$ cat config.mk
export PLATFORM = sky130hd
export DESIGN_NAME = stream_serializer
export DESIGN_NICKNAME = d
export VERILOG_FILES = /design/src/rtl/stream_pkg.sv /design/src/rtl/stream_slice_reverse.sv /design/src/rtl/stream_serializer.sv
export SDC_FILE = /design/constraint.sdc
export NUM_CORES = 1
export LEC_CHECK = 0
export BUFFER_PORTS_ARGS = -buffer_cell sky130_fd_sc_hd__buf_2
export CAP_MARGIN = 10
export CORE_UTILIZATION = 50
export DETAILED_ROUTE_END_ITERATION = 6
export MAX_ROUTING_LAYER = met4
export PLACE_DENSITY = 0.83
export SLEW_MARGIN = 0
export SYNTH_ARGS = -nofsm -noshare
export SYNTH_HDL_FRONTEND = slang
export SYNTH_SLANG_ARGS = --single-unit
$ cat constraint.sdc
create_clock -name clk -period 1.7 [get_ports clk]
set_clock_uncertainty 0.2 [all_clocks]
set_input_delay 0.34 -clock clk [delete_from_list [all_inputs] [get_ports clk]]
set_output_delay 0.34 -clock clk [all_outputs]
set_load 0.03 [all_outputs]
$ cat src/rtl/stream_pkg.sv
`default_nettype none
// ============================================================================
// Module      : stream_pkg
// Description : Shared types and helpers for the streaming pack/unpack family
//               (serializer, slice reverser, future deserializer).
// Revision    : 1.0 - initial release
// ============================================================================
package stream_pkg;

    // Beat ordering: right stream emits the MSB slice first, left stream
    // reverses the slice order starting from the LSB.
    typedef enum logic {
        STREAM_RIGHT = 1'b0,
        STREAM_LEFT  = 1'b1
    } stream_dir_e;

    typedef enum logic {
        S_IDLE = 1'b0,
        S_SEND = 1'b1
    } stream_ser_state_e;

    // Number of SLICE-bit beats needed to carry a WIDTH-bit word.
    function automatic int stream_nbeats(input int width, input int slice);
        return (width + slice - 1) / slice;
    endfunction

endpackage : stream_pkg
`default_nettype wire

$ cat src/rtl/stream_slice_reverse.sv
`default_nettype none
// ============================================================================
// Module      : stream_slice_reverse
// Description : Combinational {<< SLICE {i_data}}. Slices are cut from the LSB
//               upward; slice 0 lands at the MSB end and a short remainder
//               slice (the original top bits) lands in the LSBs.
// Revision    : 1.0 - initial release
// ============================================================================
module stream_slice_reverse #(
    parameter int WIDTH = 32,
    parameter int SLICE = 8
) (
    input  logic [WIDTH-1:0] i_data,
    output logic [WIDTH-1:0] o_data
);
    import stream_pkg::*;

    localparam int NB  = stream_nbeats(WIDTH, SLICE);
    localparam int REM = WIDTH % SLICE;

    // Each input bit i belongs to slice K at offset J; slice K occupies the
    // output field that starts K slices down from the MSB and is WK bits wide.
    for (genvar i = 0; i < WIDTH; i++) begin : g_bit
        localparam int K  = i / SLICE;
        localparam int J  = i % SLICE;
        localparam int WK = ((K == NB - 1) && (REM != 0)) ? REM : SLICE;
        assign o_data[WIDTH - K*SLICE - WK + J] = i_data[i];
    end

endmodule : stream_slice_reverse
`default_nettype wire

$ cat src/rtl/stream_serializer.sv
`default_nettype none
// ============================================================================
// Module      : stream_serializer
// Description : Accepts one WIDTH-bit word per handshake and emits it as
//               SLICE-bit beats in right- or left-stream order, with zero
//               bubble between back-to-back words.
// Revision    : 1.0 - initial release
// ============================================================================
module stream_serializer
    import stream_pkg::*;
#(
    parameter int WIDTH = 32,
    parameter int SLICE = 8
) (
    input  logic                         clk,
    input  logic                         rst,
    input  logic                         in_valid,
    output logic                         in_ready,
    input  logic [WIDTH-1:0]             in_data,
    input  logic                         in_dir,
    output logic                         out_valid,
    input  logic                         out_ready,
    output logic [SLICE-1:0]             out_data,
    output logic [$clog2(SLICE+1)-1:0]   out_nbits,
    output logic                         out_last
);

    localparam int NB  = stream_nbeats(WIDTH, SLICE);
    localparam int REM = WIDTH % SLICE;
    localparam int SW  = NB * SLICE;
    localparam int PAD = SW - WIDTH;
    localparam int CW  = (NB > 1) ? $clog2(NB) : 1;
    localparam int NBW = $clog2(SLICE + 1);

    localparam logic [CW-1:0]  c_last_beat  = CW'(NB - 1);
    localparam logic [NBW-1:0] c_nbits_full = NBW'(SLICE);
    localparam logic [NBW-1:0] c_nbits_rem  = NBW'(REM);

    stream_ser_state_e r_state;
    stream_ser_state_e w_state_nxt;

    logic [SW-1:0]    r_sreg;
    logic [CW-1:0]    r_cnt;
    logic [WIDTH-1:0] w_rev;
    logic [WIDTH-1:0] w_word;
    logic [SW-1:0]    w_load;
    logic             w_last;
    logic             w_load_en;
    logic             w_shift_en;

    stream_slice_reverse #(
        .WIDTH (WIDTH),
        .SLICE (SLICE)
    ) u_rev (
        .i_data (in_data),
        .o_data (w_rev)
    );

    // Direction is applied at load time, so in_dir only matters on the
    // accepting cycle; the word is then left-justified with zero padding.
    assign w_word = (stream_dir_e'(in_dir) == STREAM_LEFT) ? w_rev : in_data;
    assign w_load = SW'(w_word) << PAD;
    assign w_last = (r_cnt == c_last_beat);

    assign out_data  = r_sreg[SW-1 -: SLICE];
    assign out_last  = (r_state == S_SEND) && w_last;
    assign out_nbits = (r_state != S_SEND)       ? '0 :
                       (w_last && (REM != 0))    ? c_nbits_rem : c_nbits_full;

    // State register.
    always_ff @(posedge clk) begin
        if (rst) begin
            r_state <= S_IDLE;
        end else begin
            r_state <= w_state_nxt;
        end
    end

    // Next-state, handshake and datapath-control decode.
    always_comb begin
        w_state_nxt = r_state;
        in_ready    = 1'b0;
        out_valid   = 1'b0;
        w_load_en   = 1'b0;
        w_shift_en  = 1'b0;
        case (r_state)
            S_IDLE: begin
                in_ready = 1'b1;
                if (in_valid) begin
                    w_load_en   = 1'b1;
                    w_state_nxt = S_SEND;
                end
            end
            S_SEND: begin
                out_valid = 1'b1;
                if (out_ready) begin
                    if (w_last) begin
                        // Last beat leaving: a waiting word is loaded now.
                        in_ready = 1'b1;
                        if (in_valid) begin
                            w_load_en = 1'b1;
                        end else begin
                            w_shift_en  = 1'b1;
                            w_state_nxt = S_IDLE;
                        end
                    end else begin
                        w_shift_en = 1'b1;
                    end
                end
            end
            default: w_state_nxt = S_IDLE;
        endcase
    end

    // Shift register and beat counter; the final shift leaves sreg all-zero.
    always_ff @(posedge clk) begin
        if (rst) begin
            r_sreg <= '0;
            r_cnt  <= '0;
        end else if (w_load_en) begin
            r_sreg <= w_load;
            r_cnt  <= '0;
        end else if (w_shift_en) begin
            r_sreg <= r_sreg << SLICE;
            r_cnt  <= w_last ? '0 : r_cnt + CW'(1);
        end
    end

endmodule : stream_serializer
`default_nettype wire

# After elaboration in Yosys (flattened, before gate mapping)
# Index checks and enable logic that the tools add are counted.
# totals
register_bits	35
inputBits	37
output_inout_bits	15
elab_cells	29
# op_classes
add_sub_neg	1
eq_ne	1
mux	20
bitwise_logic	1
reduce_logical	3
# op_table
cell	n
32-bit two-way mux	3
1-bit two-way mux	12
1-bit one-hot mux with 2 select lines	3
4-bit two-way mux	1
2-bit by 1-bit adder with 2-bit output (second input constant)	1
2-bit == test (second input constant)	1
2-bit two-way mux	1
2-bit nonzero test	1
2-bit OR reduction	1
1-bit logical AND	1
1-bit NOT	1

# Logic depth before layout (Yosys ltp)
# Gate-level depths: netlist of run 1.
# depth
ltp_word	6
mapped_depth	6
ltp_nobuf	5

# By module
# Synthesis of run 1 repeated with hierarchy kept, for this count alone.
# unflattened
cells_unflattened	280
hier_area_um2	2338.5
# by_module_without_submodules
module	n_inst	cells_each	area_per_inst_um2	seq_area_each_um2
stream_serializer	1	248	2098.3	700.7
stream_slice_reverse	1	32	240.2	0.0

# Worst setup path after synthesis of run 1
# OpenSTA, ideal clock, no wires.
# synth_path
kind	register -> output
from	register r_state
to	output port in_ready
arrival_ns	1.176
required_time_ns	1.160
path_slack_ns	-0.016
stages_incl_launch_ff	4
path_cell_list	dfxtp_1 -> a21boi_4 -> inv_2 -> buf_2
# synth_between
elab_chain_len	2
# synth_lines
item	line	rtl
from (decl)	stream_serializer.sv:39	stream_ser_state_e r_state;
from (signal assigned)	stream_serializer.sv:75	r_state <= w_state_nxt;
1-bit NOT	-	
1-bit one-hot mux with 2 select lines (*)	stream_serializer.sv:86	case (r_state)
to (decl)	stream_serializer.sv:18	output logic in_ready,
# Every way passes the cells marked *; elsewhere a longest branch is shown, timed or not.

# Worst setup path in the final report of run 1
# layout_path
from	register r_cnt[1]
to	output port out_last
# layout_between
elab_chain_len	2
# layout_lines
item	line	rtl
from (decl)	stream_serializer.sv:43	logic [CW-1:0] r_cnt;
from (signal assigned)	stream_serializer.sv:125	r_cnt <= w_last ? '0 : r_cnt + CW'(1);
2-bit == test	stream_serializer.sv:63	assign w_last = (r_cnt == c_last_beat);
1-bit logical AND	stream_serializer.sv:66	assign out_last = (r_state == S_SEND) && w_last;
to (decl)	stream_serializer.sv:25	output logic out_last
# Every way passes these cells.

==> results of run 1 <==
==> area by class of cell <==
cell class	instances	area (um^2)	area share (%)
multi-input combinational	171	1620	51.0
sequential	35	704	22.2
timing repair buffer	74	636	20.1
tap	67	83.8	2.65
clock buffer	6	82.6	2.61
clock inverter	2	35.0	1.11
inverter	2	10.0	0.316
==> what timing repair did <==
| action | 4_1_cts | 5_1_grt |
|---|---|---|
| buffers inserted | 3 | 0 |
| pin swaps | 2 | 1 |
| setup endpoints to repair | 28 | 33 |
| resized for setup | 17 | 21 |
| hold buffers | 0 | 0 |
| gates cloned | 0 | 5 |
==> cell usage in the layout (no fill, tap or decap), drive strengths merged <==
cell and n:
a221oi 1, or3 1, a21boi 1, dfxtp 35, a21oi 10, a2111oi 24
clkinv 1, clkbuf 9, nand2 3, ha 1, conb 3, o21ai 25
a311oi 24, buf 71, nor2b 24, o211ai 1, o221ai 8, and2 4
inv 2, bufinv 1, nand3 33, mux2 8
==> power breakdown <==
group | internal, W | switching (W) | leakage, nW
Clock | 0.000475 | 0.000323 | 0.0612
Sequential | 0.000883 | 0.0000401 | 0.290
Combinational | 0.000285 | 0.000376 | 0.701
==> flip-flops by register name, summed over array words and instances (netlist names) <==
| register | cells |
|---|---|
| r_sreg | 32 |
| r_cnt | 2 |
| r_state | 1 |
==> stage by stage <==
stage                     setup TNS [ns]  util [%]  cell area (um^2)  setup WS [ns]
after CTS                        -0.0364      61.7              2910        -0.0364
after detailed placement           -1.38      57.0              2690        -0.0640
after global routing              -0.351      67.0              3170        -0.0694
after floorplan                        0         -              2450         0.0610
final                            -0.0642      67.0              3170        -0.0352
after global placement           -0.0536      57.0              2690       -0.00669
==> cells by family (layout without fill, tap and decap cells) <==
kind of cell | after synthesis | count (layout) | share of synthesized area (%)
compound gates | 94 | 94 | 38.5
fa+ha+maj | 1 | 1 | 0.512
buf+inv | 45 | 84 | 13.8
flops | 35 | 35 | 28.7
mux | 8 | 8 | 3.68
other cells | 1 | 3 | 0.153
simple gates | 64 | 65 | 14.7
==> critical path, stage by stage, from the launching register on <==
cell	delay (ns)
dfxtp_2	0.34
ha_4	0.18
buf_6	0.11
and2_4	0.14
buf_6	0.13
==> per-layer routing <==
layer	wire (um)	track usage, %
met5	0	-
met4	420	10.0
met3	518	5.00
met2	3910	40.5
met1	3040	31.8
==> worst paths after layout <==
check	startpoint	to	slack, ns	cells past startpoint
max	r_cnt[1]$_SDFFE_PP0P_	out_last	-0.04	4
min	in_valid	r_cnt[1]$_SDFFE_PP0P_	0.14	2
max reg2reg	r_cnt[1]$_SDFFE_PP0P_	r_sreg[30]$_SDFFE_PP0P_	-0.01	6
min reg2reg	r_sreg[3]$_SDFFE_PP0P_	r_sreg[3]$_SDFFE_PP0P_	0.29	2
==> metrics.yaml, run 1 <==
status:
  violations: "negative setup slack"
  status: "complete, but fails checks"
logic_synthesis:
  syn_avg_cell_area_um2: 9.86
  synth_async_sr_flop_share_pct: 0
  netlist_area_um2: 2440
  netlist.area_leader.share_pct: 28.7
  synth_flop_cell: "dfxtp_1"
  yosysTopAreaCell: "dfxtp_1"
  synth_edf_count: 0
  yosys-top-cells-area: "dfxtp_1 29%, a2111oi_2 12%, a311oi_2 11%, nand3_1 6.8%, buf_4 6.1%"
  synth-seq-area-share_pct: 28.7
  yosysWarningCount: 0
  synth_commonest_cells: "35 x dfxtp_1, 33 x nand3_1, 24 x nor2b_1, 22 x o21ai_0"
  synth_cell_types: 32
  yosysMostFrequentCell: "dfxtp_1"
  ys_ff_latch: 35
  synthCells: 248
global_routing:
  grt_pass1_wl_mm: 9.91
  grt_max_degree: 36
  first_global_vias: 1996
  grt_usage_pct: 25.4
  antenna_found_initial: 0
  overflow: 0
layout:
  finalNetCount: 327
  diodes: 0
  fillers: 322
  layout-drive-gt1-share_pct: 50.0
  fin_cells: 357
  syn_to_final_growth_pct: 29.5
clock_network:
  clockRootBuffer: "clkbuf_8"
  clock_sinks: 35
  cts.path.max_buffers: 2
  cts_buffers: 5
  insertion_delay_ns: 0.30
  clk_pin_slew_ns: 0.07
  cts_tree: "yes"
  h-tree-depth: 2
hold_path:
  hp-class: "in2reg"
floorplan:
  row_count: 25
  die_area_um2: 5170
  initial_core_util_pct: 51.8
  die_w_um: 71.9
  io_pins: 52
  die_y_um: 71.9
  core_region_area_um2: 4720
sta:
  setup_viol: 4
  setup_ws_ns: -0.0352
  finalMaxSlewViolations: 0
  final.period_utilization_pct: 102
  whs_ns: 0.143
  timing.fmax_mhz: 576
  fin_crit_ns: 1.74
  hold_viol: 0
  rsz0062_at_grt: "yes"
critical_path:
  critPathCaptureType: "primary output"
  cp_max_fo: 3
  start_kind: "flop"
  required_ns: 1.16
  critPathArrivalTime_ns: 1.20
  criticalPathCategory: "reg2out"
detailed_routing:
  dr.pass1.iters: 6
  drt_iter0_markers: 313
  drt_wl_total_mm: 7.89
  drc: 0
  wire_per_inst_um: 22.1
  vias: 2403
  ant_nets: 0
  via_per_inst: 6.73
place:
  numPortBuffers: 48
  dp_hpwl_mm: 4.11
  place_congestion: 0.816
  dpl.cell_count: 341
power:
  power_w: 0.00238
  p_leak_nw: 1.05
  peakVddDrop_mv: 0.348
  power_density_nw_per_um2: 753
run:
  cap_violations: 0
Note: power is estimated with default switching activity, not from simulation.
==> run 2, diff against run 1 <==
Settings changed: CORE_UTILIZATION 50 to 49, PLACE_DENSITY 0.83 to 0.82, SYNTH_HIERARCHICAL set to 1.
==> metrics.yaml, run 2 <==
status:
  status: "complete, but fails checks"  # unchanged
  violations: "design-rule violations, negative setup slack"  # was negative setup slack
global_routing:
  antenna_found_initial: 0  # unchanged
  overflow: 0  # unchanged
  grt_usage_pct: 26.6  # was 25.4%
  grt_pass1_wl_mm: 10.2  # was 9.91 mm
  grt_max_degree: 36  # unchanged
  first_global_vias: 2095  # was 1996
detailed_routing:
  drc: 2  # was 0
  drt_wl_total_mm: 7.43  # was 7.89 mm
  ant_nets: 0  # unchanged
  vias: 2388  # was 2403
  via_per_inst: 6.86  # was 6.73
  wire_per_inst_um: 21.4  # was 22.1 um
  drt_iter0_markers: 331  # was 313
  dr.pass1.iters: 7  # was 6
critical_path:
  criticalPathCategory: "reg2reg"  # was reg2out
  cp_max_fo: 6  # was 3
  endpoint: "r_sreg[25]$_SDFFE_PP0P_"  # was out_last
  regToRegEndpoint: "r_sreg[25]$_SDFFE_PP0P_"  # was r_sreg[30]$_SDFFE_PP0P_
  r2r_start: "r_cnt[0]$_SDFFE_PP0P_"  # was r_cnt[1]$_SDFFE_PP0P_
  rr_worst_depth: 9  # was 6
  required_ns: 1.68  # was 1.16 ns
  critPathLaunch: "r_cnt[0]$_SDFFE_PP0P_"  # was r_cnt[1]$_SDFFE_PP0P_
  critPathArrivalTime_ns: 1.88  # was 1.20 ns
  start_kind: "flop"  # unchanged
  r2r_slack_ns: -0.20  # was -0.01 ns
  critPathCaptureType: "flop"  # was primary output
layout:
  finalNetCount: 333  # was 327
  final_common_cell: "buf_2"  # unchanged
  largest_reg_flops: 32  # unchanged
  syn_to_final_growth_pct: 29.4  # was 29.5%
  fillers: 323  # was 322
  diodes: 0  # unchanged
  layout_common_cells: "46 x buf_2, 33 x dfxtp_1, 26 x nand3_1, 24 x nor2b_1, 20 x o21ai_0"  # was 46 x buf_2, 32 x nand3_1, 32 x dfxtp_1, 24 x nor2b_1, 22 x o21ai_0
  seqCellArea_um2: 703  # was 704 um^2
  multi_input_area_um2: 1440  # was 1620 um^2
  fin_cells: 348  # was 357
  layout-drive-gt1-share_pct: 47.6  # was 50.0%
  reg_top3: "r_sreg: 32 flops, r_cnt: 2 flops, r_state: 1 flops"  # unchanged
  finalInstanceArea_um2: 3030  # was 3170 um^2
  regMostFlops: "r_sreg"  # unchanged
logic_synthesis:
  synth_async_sr_flop_share_pct: 0  # unchanged
  yosysWarningCount: 6  # was 0
  syn_avg_cell_area_um2: 8.35  # was 9.86 um^2
  netlist_area_um2: 2340  # was 2440 um^2
  ys_ff_latch: 35  # unchanged
  synthCells: 280  # was 248
  netlist.area_leader.share_pct: 30.0  # was 28.7%
  yosysTopAreaCell: "dfxtp_1"  # unchanged
  synth_commonest_cells: "47 x buf_4, 35 x dfxtp_1, 33 x nand3_1"  # was 35 x dfxtp_1, 33 x nand3_1, 24 x nor2b_1, 22 x o21ai_0
  yosys-top-cells-area: "dfxtp_1 30%, buf_4 15%, a2111oi_0 9.0%, a311oi_1 9.0%, nand3_1 7.1%"  # was dfxtp_1 29%, a2111oi_2 12%, a311oi_2 11%, nand3_1 6.8%, buf_4 6.1%
  synth_cell_types: 23  # was 32
  yosysMostFrequentCell: "buf_4"  # was dfxtp_1
  synth_edf_count: 0  # unchanged
  synth_flop_cell: "dfxtp_1"  # unchanged
  synth-seq-area-share_pct: 30.0  # was 28.7%
place:
  dpl.cell_count: 331  # was 341
  numPortBuffers: 48  # unchanged
  place_congestion: 0.819  # was 0.816
  place_area_um2: 2450  # was 2690 um^2
  dp_hpwl_mm: 3.71  # was 4.11 mm
sta:
  fin_crit_ns: 1.90  # was 1.74 ns
  timing.fmax_mhz: 526  # was 576 MHz
  rsz0062_at_grt: "yes"  # unchanged
  tightest_slew_ns: 0.562
  fin_tns_setup_ns: -3.39  # was -0.0642 ns
  hold_viol: 0  # unchanged
  final.period_utilization_pct: 112  # was 102%
  setup_ws_ns: -0.200  # was -0.0352 ns
  setup_viol: 34  # was 4
  finalMaxSlewViolations: 0  # unchanged
  slew_headroom_pct: 61.6
clock_network:
  cts_tree: "yes"  # unchanged
  h-tree-depth: 2  # unchanged
  clockRootBuffer: "clkbuf_8"  # unchanged
  cts_buffers: 5  # unchanged
  clock_sinks: 35  # unchanged
  ctsHoldBuffers: 0  # unchanged
  insertion_delay_ns: 0.29  # was 0.30 ns
  cts.path.max_buffers: 2  # unchanged
  clk_pin_slew_ns: 0.08  # was 0.07 ns
hold_path:
  hp-class: "in2reg"  # unchanged
run:
  cap_violations: 0  # unchanged
power:
  peakVddDrop_mv: 0.609  # was 0.348 mV
  power_density_nw_per_um2: 759  # was 753 nW/um^2
  p_leak_nw: 1.06  # was 1.05 nW
  power_w: 0.00230  # was 0.00238 W
floorplan:
  row_count: 24  # was 25
  die_y_um: 71.1  # was 71.9 um
  initial_core_util_pct: 52.3  # was 51.8%
  core_region_area_um2: 4470  # was 4720 um^2
  die_area_um2: 5050  # was 5170 um^2
  die_w_um: 71.1  # was 71.9 um
  io_pins: 52  # unchanged
[run 2: changes by cell type after synthesis, sizes merged]
cell / before / now
buf: 37 / 66
clkbuf: 6 / 9
[run 2: worst min path at each step]
| stage | start | endpoint | slack, ns | depth (start not counted) |
|---|---|---|---|---|
| CTS | in_valid | r_sreg[0]$_SDFFE_PP0P_ | 0.17 | 3 |
| floorplan | r_sreg[0]$_SDFFE_PP0P_ | r_sreg[0]$_SDFFE_PP0P_ | 0.25 | 2 |
| finish | in_valid | r_sreg[0]$_SDFFE_PP0P_ | 0.16 | 3 |
| detailed placement | r_sreg[11]$_SDFFE_PP0P_ | r_sreg[19]$_SDFFE_PP0P_ | 0.27 | 2 |
| global route | in_valid | r_sreg[0]$_SDFFE_PP0P_ | 0.18 | 3 |
| global placement | r_sreg[5]$_SDFFE_PP0P_ | r_sreg[5]$_SDFFE_PP0P_ | 0.27 | 2 |
[run 2: cell type report]
class	instances	share of cell area, %
multi-input combinational	170	47.7
tap	52	2.15
timing repair buffer	81	22.8
clock inverter	3	1.45
sequential	35	23.2
clock buffer	5	2.27
inverter	2	0.372
[run 2: power breakdown]
part           total [W]  switching (W)  internal, W
clock network   0.000771       0.000334     0.000437
logic           0.000607       0.000339     0.000267
registers       0.000919      0.0000364     0.000883
[run 2: repair_timing]
| item | in CTS | in global routing |
|---|---|---|
| resized for setup | 33 | 46 |
| hold endpoints to repair | 0 | 0 |
| setup buffers | 3 | 2 |
| endpoints found under the setup margin | 28 | 34 |
| gates cloned | 2 | 2 |
| pin swaps | 2 | 3 |
[run 2: stage by stage]
step,hold WS [ns],setup slack [ns],utilization [%]
CTS,0.171,-0.138,61.8
global route,0.179,-0.229,67.6
finish,0.160,-0.200,67.6
global placement,0.267,-0.144,54.8
floorplan,0.253,0.0417,-
detailed placement,0.275,-0.157,54.8
[run 2: per-layer routing]
metal	track usage [%]	vias up	share of wire, %
met5	-	-	0
met1	30.8	1146	39
met2	46.2	142	50
met3	5.41	36	6.8
li1	-	1064	-
met4	8.89	0	3.7
[run 2: kinds of logic after synthesis]
| kind of cell | count (synthesis) | synth area share [%] |
|---|---|---|
| and+or+nand+nor | 64 | 15.0 |
| AOI/OAI and AO/OA | 94 | 29.6 |
| other | 1 | 0.160 |
| DFF | 35 | 30.0 |
| adders and majority gates | 1 | 0.535 |
| muxes | 8 | 3.85 |
| buffers and inverters | 77 | 20.8 |
[run 2: critical path: stages (launching register included)]
cell,delay (ns)
dfxtp_2,0.36
ha_4,0.16
a21boi_4,0.06
buf_6,0.12
clkinvlp_4,0.07
buf_4,0.10
buf_6,0.12
nand2_8,0.09
buf_16,0.16
a311oi_2,0.34
==> run 3, diff against run 2 <==
Settings changed: CORE_UTILIZATION 49 to 35, PLACE_DENSITY 0.82 to 0.62.
Clock period 1.7 ns to 2.5 ns, I/O delays scaled along.
==> metrics.yaml, run 3 (synthesized netlist as in run 2, its figures left out) <==
status:
  status: "completed"  # was complete, but fails checks
place:
  numPortBuffers: 48  # unchanged
  dp_hpwl_mm: 3.90  # was 3.71 mm
  place_congestion: 0.723  # was 0.819
  place_area_um2: 2290  # was 2450 um^2
clock_network:
  cts.path.max_buffers: 2  # unchanged
  h-tree-depth: 2  # unchanged
  ctsHoldBuffers: 0  # unchanged
  cts_buffers: 5  # unchanged
  ctsResizeCount: 0  # was 33
  clock_sinks: 35  # unchanged
  clk_pin_slew_ns: 0.07  # was 0.08 ns
  insertion_delay_ns: 0.29  # about the same
  post_cts_buffers: 0  # was 3
  cts_tree: "yes"  # unchanged
  clockRootBuffer: "clkbuf_8"  # unchanged
power:
  peakVddDrop_mv: 0.226  # was 0.609 mV
  power_w: 0.00135  # was 0.00230 W
  power_density_nw_per_um2: 566  # was 759 nW/um^2
  p_leak_nw: 0.822  # was 1.06 nW
  switching_power_w: 0.000399  # was 0.000710 W
  p_int_w: 0.000954  # was 0.00159 W
  sw_frac_of_total_pct: 29.5  # was 30.9%
  clockPowerShare_pct: 34.3  # was 33.6%
  seqPwrFrac_pct: 46.1  # was 40.0%
  pwr-share-comb_pct: 19.6  # was 26.4%
detailed_routing:
  drc: 0  # was 2
  via_per_inst: 5.91  # was 6.86
  drt_iter0_markers: 222  # was 331
  drt_wl_total_mm: 5.94  # was 7.43 mm
  dr.pass1.iters: 4  # was 7
  wire_per_inst_um: 17.1  # was 21.4 um
  ant_nets: 0  # unchanged
  vias: 2057  # was 2388
layout:
  final_util_pct: 37.5  # was 67.6%
  syn_to_final_growth_pct: 2.30  # was 29.4%
  final_common_cell: "buf_2"  # unchanged
  finalInstanceArea_um2: 2390  # was 3030 um^2
  layout-drive-gt1-share_pct: 26.9  # was 47.6%
  regMostFlops: "r_sreg"  # unchanged
  layout_common_cells: "48 x buf_2, 35 x dfxtp_1, 33 x nand3_1"  # was 46 x buf_2, 33 x dfxtp_1, 26 x nand3_1, 24 x nor2b_1, 20 x o21ai_0
  diodes: 0  # unchanged
  fillers: 674  # was 323
  largest_reg_flops: 32  # unchanged
  finalNetCount: 308  # was 333
  reg_top3: "r_sreg: 32 flops, r_cnt: 2 flops, r_state: 1 flops"  # unchanged
hold_path:
  holdPathStages: 2  # was 3
  whs_endpoint: "r_sreg[3]$_SDFFE_PP0P_"  # was r_sreg[0]$_SDFFE_PP0P_
  hold_start: "r_sreg[3]$_SDFFE_PP0P_"  # was in_valid
  hp-class: "reg2reg"  # was in2reg
floorplan:
  die_w_um: 83.7  # was 71.1 um
  io_pins: 52  # unchanged
  row_count: 29  # was 24
  die_y_um: 83.7  # was 71.1 um
  initial_core_util_pct: 36.6  # was 52.3%
  die_area_um2: 7010  # was 5050 um^2
  core_region_area_um2: 6390  # was 4470 um^2
global_routing:
  grt_usage_pct: 17.7  # was 26.6%
  first_global_vias: 1863  # was 2095
  antenna_found_initial: 0  # unchanged
  grt_max_degree: 57  # was 36
  overflow: 0  # unchanged
  grt_pass1_wl_mm: 9.72  # was 10.2 mm
sta:
  setup_viol: 0  # was 34
  slew_headroom_pct: 40.8  # was 61.6%
  finalMaxSlewViolations: 0  # unchanged
  rsz0062_at_grt: "no"  # was yes
  fin_tns_setup_ns: 0  # was -3.39 ns
  tightest_slew_ns: 0.887  # was 0.562 ns
  final.period_utilization_pct: 88.5
  timing.fmax_mhz: 452
  hold_viol: 0  # unchanged
  fin_crit_ns: 2.21
run:
  cap_violations: 0  # unchanged
critical_path:
  required_ns: 1.80  # was 1.68 ns
  r2r_slack_ns: 0.44  # was -0.20 ns
  rr_worst_depth: 6  # was 9
  critPathCaptureType: "primary output"  # was flop
  regToRegEndpoint: "r_sreg[21]$_SDFFE_PP0P_"  # was r_sreg[25]$_SDFFE_PP0P_
  criticalPathCategory: "reg2out"  # was reg2reg
  start_kind: "flop"  # unchanged
  r2r_start: "r_cnt[0]$_SDFFE_PP0P_"  # unchanged
  critPathArrivalTime_ns: 1.51  # was 1.88 ns
  cp_max_fo: 12  # was 6
## run 3: cell types whose count changed in the layout (fill, tap and decap cells not counted), sizes merged
cell    before  now
clkinv       2    0
buf         79   56
inv          1    2
bufinv       1    0
## run 3: metrics by stage
step | setup slack (ns) | hold slack [ns] | cells
4_1_cts | 0.289 | 0.285 | 348
2_1_floorplan | 0.684 | 0.253 | 282
3_5_place_dp | 0.309 | 0.272 | 340
5_1_grt | 0.180 | 0.299 | 348
3_3_place_gp | 0.336 | 0.265 | 340
6_report | 0.287 | 0.283 | 348
## run 3: critical path: stages, from the launching register on
cell,delay [ns]
dfxtp_1,0.35
ha_1,0.25
a21boi_2,0.08
inv_1,0.28
buf_2,0.27
## run 3: area by class of cell
cell class                 instances  area, um^2  area share, %
multi-input combinational        170        1160           48.4
tap                               77        96.3           4.03
sequential                        35         701           29.3
clock inverter                     1        7.51          0.314
inverter                           2        7.51          0.314
clock buffer                       7        96.3           4.03
timing repair buffer              56         325           13.6
## run 3: how the worst max path moves through the flow
stage	start	end	slack [ns]
finish	r_cnt[0]$_SDFFE_PP0P_	in_ready	0.29
global route	r_cnt[0]$_SDFFE_PP0P_	in_ready	0.18
CTS	r_cnt[0]$_SDFFE_PP0P_	in_ready	0.29
detailed placement	in_valid	r_sreg[28]$_SDFFE_PP0P_	0.31
global placement	in_valid	r_sreg[28]$_SDFFE_PP0P_	0.34
floorplan	r_state$_SDFF_PP0_	in_ready	0.68
## run 3: power groups by stage
stage	clock network [W]	registers, W	logic (W)
after CTS	0.000469	0.000624	0.000266
after floorplan	0	0.000630	0.000235
after global routing	0.000499	0.000629	0.000290
final	0.000464	0.000625	0.000265
after detailed placement	0	0.000636	0.000265
after global placement	0	0.000636	0.000261
## run 3: per-layer routing
metal / up-vias / track usage (%) / share of wire, %
met5: - / - / 0
met4: 0 / 4.78 / 1.1
met3: 7 / 3.56 / 4.4
met2: 42 / 27.0 / 50
met1: 1007 / 23.9 / 44
li1: 1001 / - / -
